## config.mk

```make
export PLATFORM = sky130hd
export DESIGN_NAME = obuf_deskew
export DESIGN_NICKNAME = d
export VERILOG_FILES = /design/src/rtl/macarray_pkg.sv /design/src/rtl/obuf_col.sv /design/src/rtl/obuf_deskew.sv
export SDC_FILE = /design/constraint.sdc
export NUM_CORES = 1
export LEC_CHECK = 0
export CAP_MARGIN = 30
export CORE_MARGIN = 10
export CORE_UTILIZATION = 59
export DETAILED_ROUTE_END_ITERATION = 6
export GPL_ROUTABILITY_DRIVEN = 0
export PLACE_DENSITY_LB_ADDON = 0.15
export SLEW_MARGIN = 15
export SYNTH_ARGS = -nofsm -noshare
export SYNTH_HDL_FRONTEND = slang
export SYNTH_SLANG_ARGS = --single-unit
```

## constraint.sdc

```tcl
create_clock -name CLK -period 4.6 [get_ports CLK]
set_clock_uncertainty 0.15 [all_clocks]
set_input_delay 0.92 -clock CLK [delete_from_list [all_inputs] [get_ports CLK]]
set_output_delay 0.92 -clock CLK [all_outputs]
set_load 0.005 [all_outputs]
```

## src/rtl/macarray_pkg.sv

```systemverilog
// Shared constants and types for the MAC-array output path.
//   N   : rows/columns per tile
//   DW  : bits per column byte
//   PW  : width of a row/slot index
//   state_e : output-buffer control states
package macarray_pkg;
  localparam int N  = 4;
  localparam int DW = 8;
  localparam int PW = $clog2(N);

  typedef enum logic [1:0] {
    IDLE    = 2'd0,
    COLLECT = 2'd1,
    DRAIN   = 2'd2
  } state_e;
endpackage

```

## src/rtl/obuf_col.sv

```systemverilog
// One column of the de-skew buffer: N x DW storage, write pointer and
// full flag.
//   wr_en/wr_data : capture a byte into slot ptr and advance ptr
//   clr           : clear ptr and full flag for the next tile
//   rd_idx/rd_data: combinational read of one slot
//   done          : all N slots captured
//   last          : next write fills the final slot
module obuf_col
  import macarray_pkg::*;
(
  input  logic          CLK,
  input  logic          RSTN,
  input  logic          wr_en,
  input  logic [DW-1:0] wr_data,
  input  logic          clr,
  input  logic [PW-1:0] rd_idx,
  output logic [DW-1:0] rd_data,
  output logic          done,
  output logic          last
);
  logic [DW-1:0] mem_q [N];
  logic [DW-1:0] mem_d [N];
  logic [PW-1:0] ptr_q, ptr_d;
  logic          done_q, done_d;

  always_comb begin
    mem_d  = mem_q;
    ptr_d  = ptr_q;
    done_d = done_q;
    if (clr) begin
      ptr_d  = '0;
      done_d = 1'b0;
    end else if (wr_en) begin
      mem_d[ptr_q] = wr_data;
      ptr_d        = ptr_q + PW'(1);
      if (ptr_q == PW'(N-1)) done_d = 1'b1;
    end
  end

  always_ff @(posedge CLK or negedge RSTN) begin
    if (!RSTN) begin
      ptr_q  <= '0;
      done_q <= 1'b0;
    end else begin
      ptr_q  <= ptr_d;
      done_q <= done_d;
    end
  end

  // Storage needs no reset; outputs are gated by the top.
  always_ff @(posedge CLK) begin
    mem_q <= mem_d;
  end

  assign rd_data = mem_q[rd_idx];
  assign done    = done_q;
  assign last    = (ptr_q == PW'(N-1));
endmodule

```

## src/rtl/obuf_deskew.sv

```systemverilog
// Output de-skew buffer: collects a skewed 4x4 tile column by column and
// replays it row by row with a valid/ready handshake.
//   CLK, RSTN         : clock, async active-low reset
//   ORES, OCOL_VALID  : skewed column bytes and per-column valids
//   ODST_i / ODST_o   : tile tag in / tag latched at tile start
//   OWORD, OROW       : de-skewed row word and its index
//   OWORD_VALID/READY : output handshake
//   BUSY, DONE, OVF   : in-progress, end-of-tile pulse, sticky drop flag
module obuf_deskew
  import macarray_pkg::*;
(
  input  logic          CLK,
  input  logic          RSTN,
  input  logic [N*DW-1:0] ORES,
  input  logic [N-1:0]  OCOL_VALID,
  input  logic [3:0]    ODST_i,
  output logic [N*DW-1:0] OWORD,
  output logic [PW-1:0] OROW,
  output logic          OWORD_VALID,
  input  logic          OWORD_READY,
  output logic [3:0]    ODST_o,
  output logic          BUSY,
  output logic          DONE,
  output logic          OVF
);
  state_e        state_q, state_d;
  logic [PW-1:0] row_q, row_d;
  logic [3:0]    odst_q, odst_d;
  logic          ovf_q, ovf_d;
  logic          done_q, done_d;

  logic [N-1:0]  col_acc, col_done, col_last;
  logic          col_clr;
  logic [DW-1:0] col_rd [N];

  for (genvar j = 0; j < N; j++) begin : g_col
    obuf_col u_col (
      .CLK     (CLK),
      .RSTN    (RSTN),
      .wr_en   (col_acc[j]),
      .wr_data (ORES[DW*(N-1-j) +: DW]),
      .clr     (col_clr),
      .rd_idx  (row_q),
      .rd_data (col_rd[j]),
      .done    (col_done[j]),
      .last    (col_last[j])
    );
  end

  always_comb begin
    state_d = state_q;
    row_d   = row_q;
    odst_d  = odst_q;
    ovf_d   = ovf_q;
    done_d  = 1'b0;
    col_acc = '0;
    col_clr = 1'b0;
    unique case (state_q)
      IDLE: begin
        if (OCOL_VALID[0]) begin
          col_acc = OCOL_VALID;
          odst_d  = ODST_i;
          state_d = COLLECT;
        end else if (|OCOL_VALID[N-1:1]) begin
          ovf_d = 1'b1;
        end
      end
      COLLECT: begin
        col_acc = OCOL_VALID & ~col_done;
        if (|(OCOL_VALID & col_done)) ovf_d = 1'b1;
        // Leave on the edge that captures the final byte so DRAIN starts
        // in the cycle right after the col3 row-3 capture.
        if (&(col_done | (col_acc & col_last))) state_d = DRAIN;
      end
      DRAIN: begin
        if (|OCOL_VALID) ovf_d = 1'b1;
        if (OWORD_READY) begin
          if (row_q == PW'(N-1)) begin
            row_d   = '0;
            col_clr = 1'b1;
            done_d  = 1'b1;
            state_d = IDLE;
          end else begin
            row_d = row_q + PW'(1);
          end
        end
      end
      default: state_d = IDLE;
    endcase
  end

  always_ff @(posedge CLK or negedge RSTN) begin
    if (!RSTN) begin
      state_q <= IDLE;
      row_q   <= '0;
      odst_q  <= '0;
      ovf_q   <= 1'b0;
      done_q  <= 1'b0;
    end else begin
      state_q <= state_d;
      row_q   <= row_d;
      odst_q  <= odst_d;
      ovf_q   <= ovf_d;
      done_q  <= done_d;
    end
  end

  always_comb begin
    OWORD = '0;
    if (state_q == DRAIN) begin
      for (int unsigned j = 0; j < N; j++) begin
        OWORD[DW*(N-1-j) +: DW] = col_rd[j];
      end
    end
  end

  assign OWORD_VALID = (state_q == DRAIN);
  assign OROW        = row_q;
  assign ODST_o      = odst_q;
  assign BUSY        = (state_q != IDLE);
  assign DONE        = done_q;
  assign OVF         = ovf_q;
endmodule

```

==> results by stage <==
Drt:
- The detail route stage leaves a number of antenna-violating nets equal to 0.
- After detailed routing, the number of remaining DRC violations is 0.
- Wires add up to about 12 mm.
- The number of vias in the routed layout is roughly 3.2k.
- The first routing iteration left approximately 240 violations.
- The first detailed-routing pass took 4 iterations.
- In the final routed layout, each cell accounts on average for between 20 and 25 µm.
- The via-per-instance ratio is about 5.6.

Timing:
- The number of hold violations in the final report is 0.
- The number of max-slew violations in the final report was 0.
- Measured against its own limit, the worst slew margin works out to around 54%.
- The minimum clock period is 3.90 ns.
- Setup repair after global routing left no endpoint under its margin.
- The setup-violating endpoint count in the final report is 0.
- Summed over all failing endpoints, the final setup total negative slack is 0 ns.
- The highest achievable clock rate is 0.256 GHz.
- The slew at the pin closest to its max-slew limit is 0.688 ns.
- The post-route fraction of the period consumed by the critical path is between 80 and 90%.

Power:
- Sequential cells burn 43.1% of the power.
- The peak supply drop is roughly 0.31 mV.
- The net switching component of the power is 1.17 mW.
- The relative contribution of combinational cells to total power is between 20% and 30%.
- The standby leakage power is 2.72 nW.
- The switching power as a share of total power is between 20% and 30%.
- The power density relative to cell area is 566 nW/µm².
- Cell internal power was estimated by the tool at approximately 3.2 mW.
- The share of power burned in the clock network is about 30%.

Setup path:
- Counting cells, the worst reg-to-reg path comes to 6.
- The critical-path maximum fanout is 21.
- The critical path class is reg2out.
- The worst register-to-register path begins at OROW[0].
- The signal on the critical path passes through buf_4 -> mux4_2 -> and2_1 -> clkdlybuf4s50_1.
- The worst setup path is launched from a flip-flop.
- The master of the slowest instance on the critical path is sky130_fd_sc_hd__dfrtp_2.
- The worst register-to-register path ends at g_col[1].u_col.ptr_q[0].
- The delay of the slowest cell on the worst path is roughly 0.8 ns.
- STA puts the critical path data arrival time at 2.83 ns.
- In this run the register-to-register setup slack is 2.28 ns.
- The required time of the worst setup path is 3.53 ns.
- The kind of capture point of the worst setup path is an output port.
- The timing startpoint of the critical path is OROW[0].

GRT:
- The first global-routing pass estimated ~18 mm of wire.
- The total track usage is between 15 and 20%.
- The number of global-route vias before repair is approximately 3.5k.
- The pin count of the biggest net entering global routing is 37.
- The global route total overflow is 0.
- The number of antenna violations at the first check in global routing is 0.

Placed design:
- Detailed placement finished with a half-perimeter wire length of between 7 and 8 mm.
- After detailed placement, the total cell area comes to approximately 7200 µm².
- Input and output buffers added on the ports amount to 84.
- The post-placement cell count is between 500 and 600.

Clocking:
- Clock tree synthesis inserted a total of 17 buffers.
- The CTS H-tree depth is 4.
- The count of clock tree sinks is 150.
- The later pin in the worst-skew pair is clocked with a latency of around 0.52 ns.
- The root buffer cell chosen for the clock tree is sky130_fd_sc_hd__clkbuf_8.
- The post-CTS setup buffer count is 0.
- The clock passes through at most 2 buffers.
- The number of resized instances in the post-cts repair step is 0.
- The hold buffer count at cts is 0.
- Clock-pin slew was measured on the worst setup and hold paths at 0.06 ns.
- The clock tree from TritonCTS is yes.

Logic synthesis:
- The number of synthesized register bits is 150.
- The distinct cell type count after synthesis is 35.
- Sequential elements use 70.6% of the synthesized area.
- The warning count from the yosys run is 0.
- The average size of a mapped cell is 18.9 µm².
- The synthesized netlist cell count is 330.
- The synthesized netlist occupies a cell area of 6220 µm².
- The number of nets produced by synthesis is 390.

Finish:
- After filler insertion, the fill cell instance count of the layout stands at approximately 660.
- The proportion of layout cells with a drive suffix above 1 is between 15 and 20%.
- The repair_antennas step left the layout with diodes totalling 0.
- From synthesis to final layout, the design area changed by 24.1%.
- Once layout is complete, the cells apart from fillers number between 500 and 600.
- After the last flow step, the layout net total stands at ~480.
- The cell area after layout is between 7000 and 8000 µm².

Status:
- The flow ran to the end, and the final reports show no timing, DRC or antenna violations.

Floorplanning:
- Measured along the y axis, the die boundary spans 123 µm.
- The starting utilization of the core area is about three fifths.
- The area of the core region is between 10000 and 15000 µm².
- The number of core rows is 37.
- The area enclosed by the die boundary is roughly 15000 µm².
- 85 I/O pins were placed.
- The die is between 100 and 150 µm wide.

Min path:
- Along the worst hold path, the cell count comes to 1.
- The start point of the worst hold path is ODST_o[2].
- The worst hold path terminates at ODST_o[2].
- The path class of the tightest hold or removal check is reg2reg.

Run:
- The number of max-capacitance violations reported is 0.
[worst max-delay path: cells and delay by family, from the launching register on]
| family | cells | cell delay (ns) |
|---|---|---|
| DFF | 1 | 0.81 |
| buffers and inverters | 2 | 0.80 |
| muxes | 1 | 0.53 |
| and+or+nand+nor | 1 | 0.17 |
[metal layers]
| metal | GRT usage [%] | share of wire, % | up-vias |
|---|---|---|---|
| met4 | 5.74 | 1.5 | 0 |
| li1 | - | - | 1457 |
| met5 | 0 | 0 | - |
| met3 | 5.42 | 6.3 | 12 |
| met2 | 27.9 | 53 | 78 |
| met1 | 18.7 | 39 | 1640 |
[synth_stat cells]
library cell | n | area, µm²
sky130_fd_sc_hd__edfxtp_1 | 128 | 3840
sky130_fd_sc_hd__and2_1 | 47 | 294
sky130_fd_sc_hd__mux4_2 | 32 | 721
sky130_fd_sc_hd__dfrtp_1 | 22 | 551
sky130_fd_sc_hd__ha_1 | 17 | 213
sky130_fd_sc_hd__nand2_1 | 10 | 37.5
sky130_fd_sc_hd__inv_1 | 9 | 33.8
sky130_fd_sc_hd__buf_6 | 8 | 90.1
sky130_fd_sc_hd__a21o_1 | 7 | 52.6
sky130_fd_sc_hd__a21oi_1 | 5 | 25.0
sky130_fd_sc_hd__mux2_2 | 5 | 56.3
sky130_fd_sc_hd__clkbuf_1 | 4 | 15.0
sky130_fd_sc_hd__nor3_1 | 4 | 20.0
sky130_fd_sc_hd__buf_2 | 3 | 15.0
sky130_fd_sc_hd__o31ai_1 | 3 | 22.5
sky130_fd_sc_hd__a22oi_1 | 2 | 15.0
sky130_fd_sc_hd__and2_4 | 2 | 17.5
sky130_fd_sc_hd__and3_1 | 2 | 12.5
sky130_fd_sc_hd__mux2_4 | 2 | 30.0
sky130_fd_sc_hd__nand2b_1 | 2 | 12.5
sky130_fd_sc_hd__nor2_1 | 2 | 7.51
sky130_fd_sc_hd__a211oi_4 | 1 | 20.0
sky130_fd_sc_hd__a21oi_4 | 1 | 16.3
sky130_fd_sc_hd__a22o_1 | 1 | 8.76
sky130_fd_sc_hd__and2b_1 | 1 | 7.51
sky130_fd_sc_hd__clkinv_4 | 1 | 8.76
sky130_fd_sc_hd__nand3_4 | 1 | 17.5
sky130_fd_sc_hd__nand3b_1 | 1 | 7.51
sky130_fd_sc_hd__nor2_2 | 1 | 6.26
sky130_fd_sc_hd__nor4_1 | 1 | 6.26
sky130_fd_sc_hd__o21ai_0 | 1 | 5.00
sky130_fd_sc_hd__o21ba_1 | 1 | 10.0
sky130_fd_sc_hd__o311ai_0 | 1 | 8.76
sky130_fd_sc_hd__or2_2 | 1 | 6.26
sky130_fd_sc_hd__or2b_1 | 1 | 7.51
[how the worst max path moves through the flow]
stage	endpoint	depth (start not counted)
2_1_floorplan	OWORD[10]	4
3_3_place_gp	OWORD[1]	4
3_5_place_dp	OWORD[1]	4
4_1_cts	OWORD[7]	4
5_1_grt	OWORD[7]	4
6_report	OWORD[7]	4
[placed cells by master, fill, tap and decap left out, drive strengths merged, types with 4 or more instances in the layout]
cell,instances
a21o,7
a21oi,6
and2,49
buf,5
clkbuf,19
clkdlybuf4s50,84
clkinv,9
dfrtp,22
edfxtp,128
ha,17
inv,9
mux2,7
mux4,32
nand2,10
nor3,4
[metrics by stage]
step | util [%] | hold WS [ns] | power, mW | setup WS (ns)
2_1_floorplan | - | 0.337 | 2.67 | 2.17
3_3_place_gp | 69.5 | 0.342 | 3.04 | 1.20
3_5_place_dp | 69.6 | 0.346 | 3.10 | 1.17
4_1_cts | 75.1 | 0.360 | 4.42 | 0.608
5_1_grt | 75.1 | 0.372 | 4.60 | 0.520
6_report | 75.1 | 0.355 | 4.37 | 0.700
[logic make-up (layout without fill, tap and decap cells)]
logic type / count (synthesis) / in the layout / share of synthesized area (%)
flip-flops: 150 / 150 / 70.6
AND/OR/NAND/NOR: 76 / 76 / 7.40
multiplexers: 39 / 39 / 13.0
buffers and inverters: 25 / 131 / 2.61
AO/OA/AOI/OAI: 23 / 23 / 2.96
adder cells (fa/ha/maj): 17 / 17 / 3.42
[final cells by class]
cell class                      instances  area (µm²)  share of cell area, %
Tap cell                              136         170                   2.20
Multi-Input combinational cell        155        1660                   21.6
Sequential cell                       150        4400                   57.0
Clock inverter                         13         138                   1.78
Clock buffer                           19         422                   5.46
Inverter                               10        42.5                  0.551
Timing Repair Buffer                   89         886                   11.5
[power groups by stage]
| stage | sequential [mW] | combinational (mW) | clock (mW) |
|---|---|---|---|
| after floorplan | 1.82 | 0.854 | 0 |
| after global placement | 1.89 | 1.15 | 0 |
| after detailed placement | 1.91 | 1.19 | 0 |
| after CTS | 1.89 | 1.21 | 1.32 |
| after global routing | 1.92 | 1.30 | 1.38 |
| final | 1.88 | 1.19 | 1.30 |
[registers in the layout, indices dropped and copies added, names as in the netlist]
signal and cells:
OROW 2, g_col.u_col.done 4, OVF 1, ODST_o 4, g_col.u_col.ptr_q 8, state_q 2, DONE 1, g_col.u_col.mem_q 128
Power figures use the tool's default switching activity.
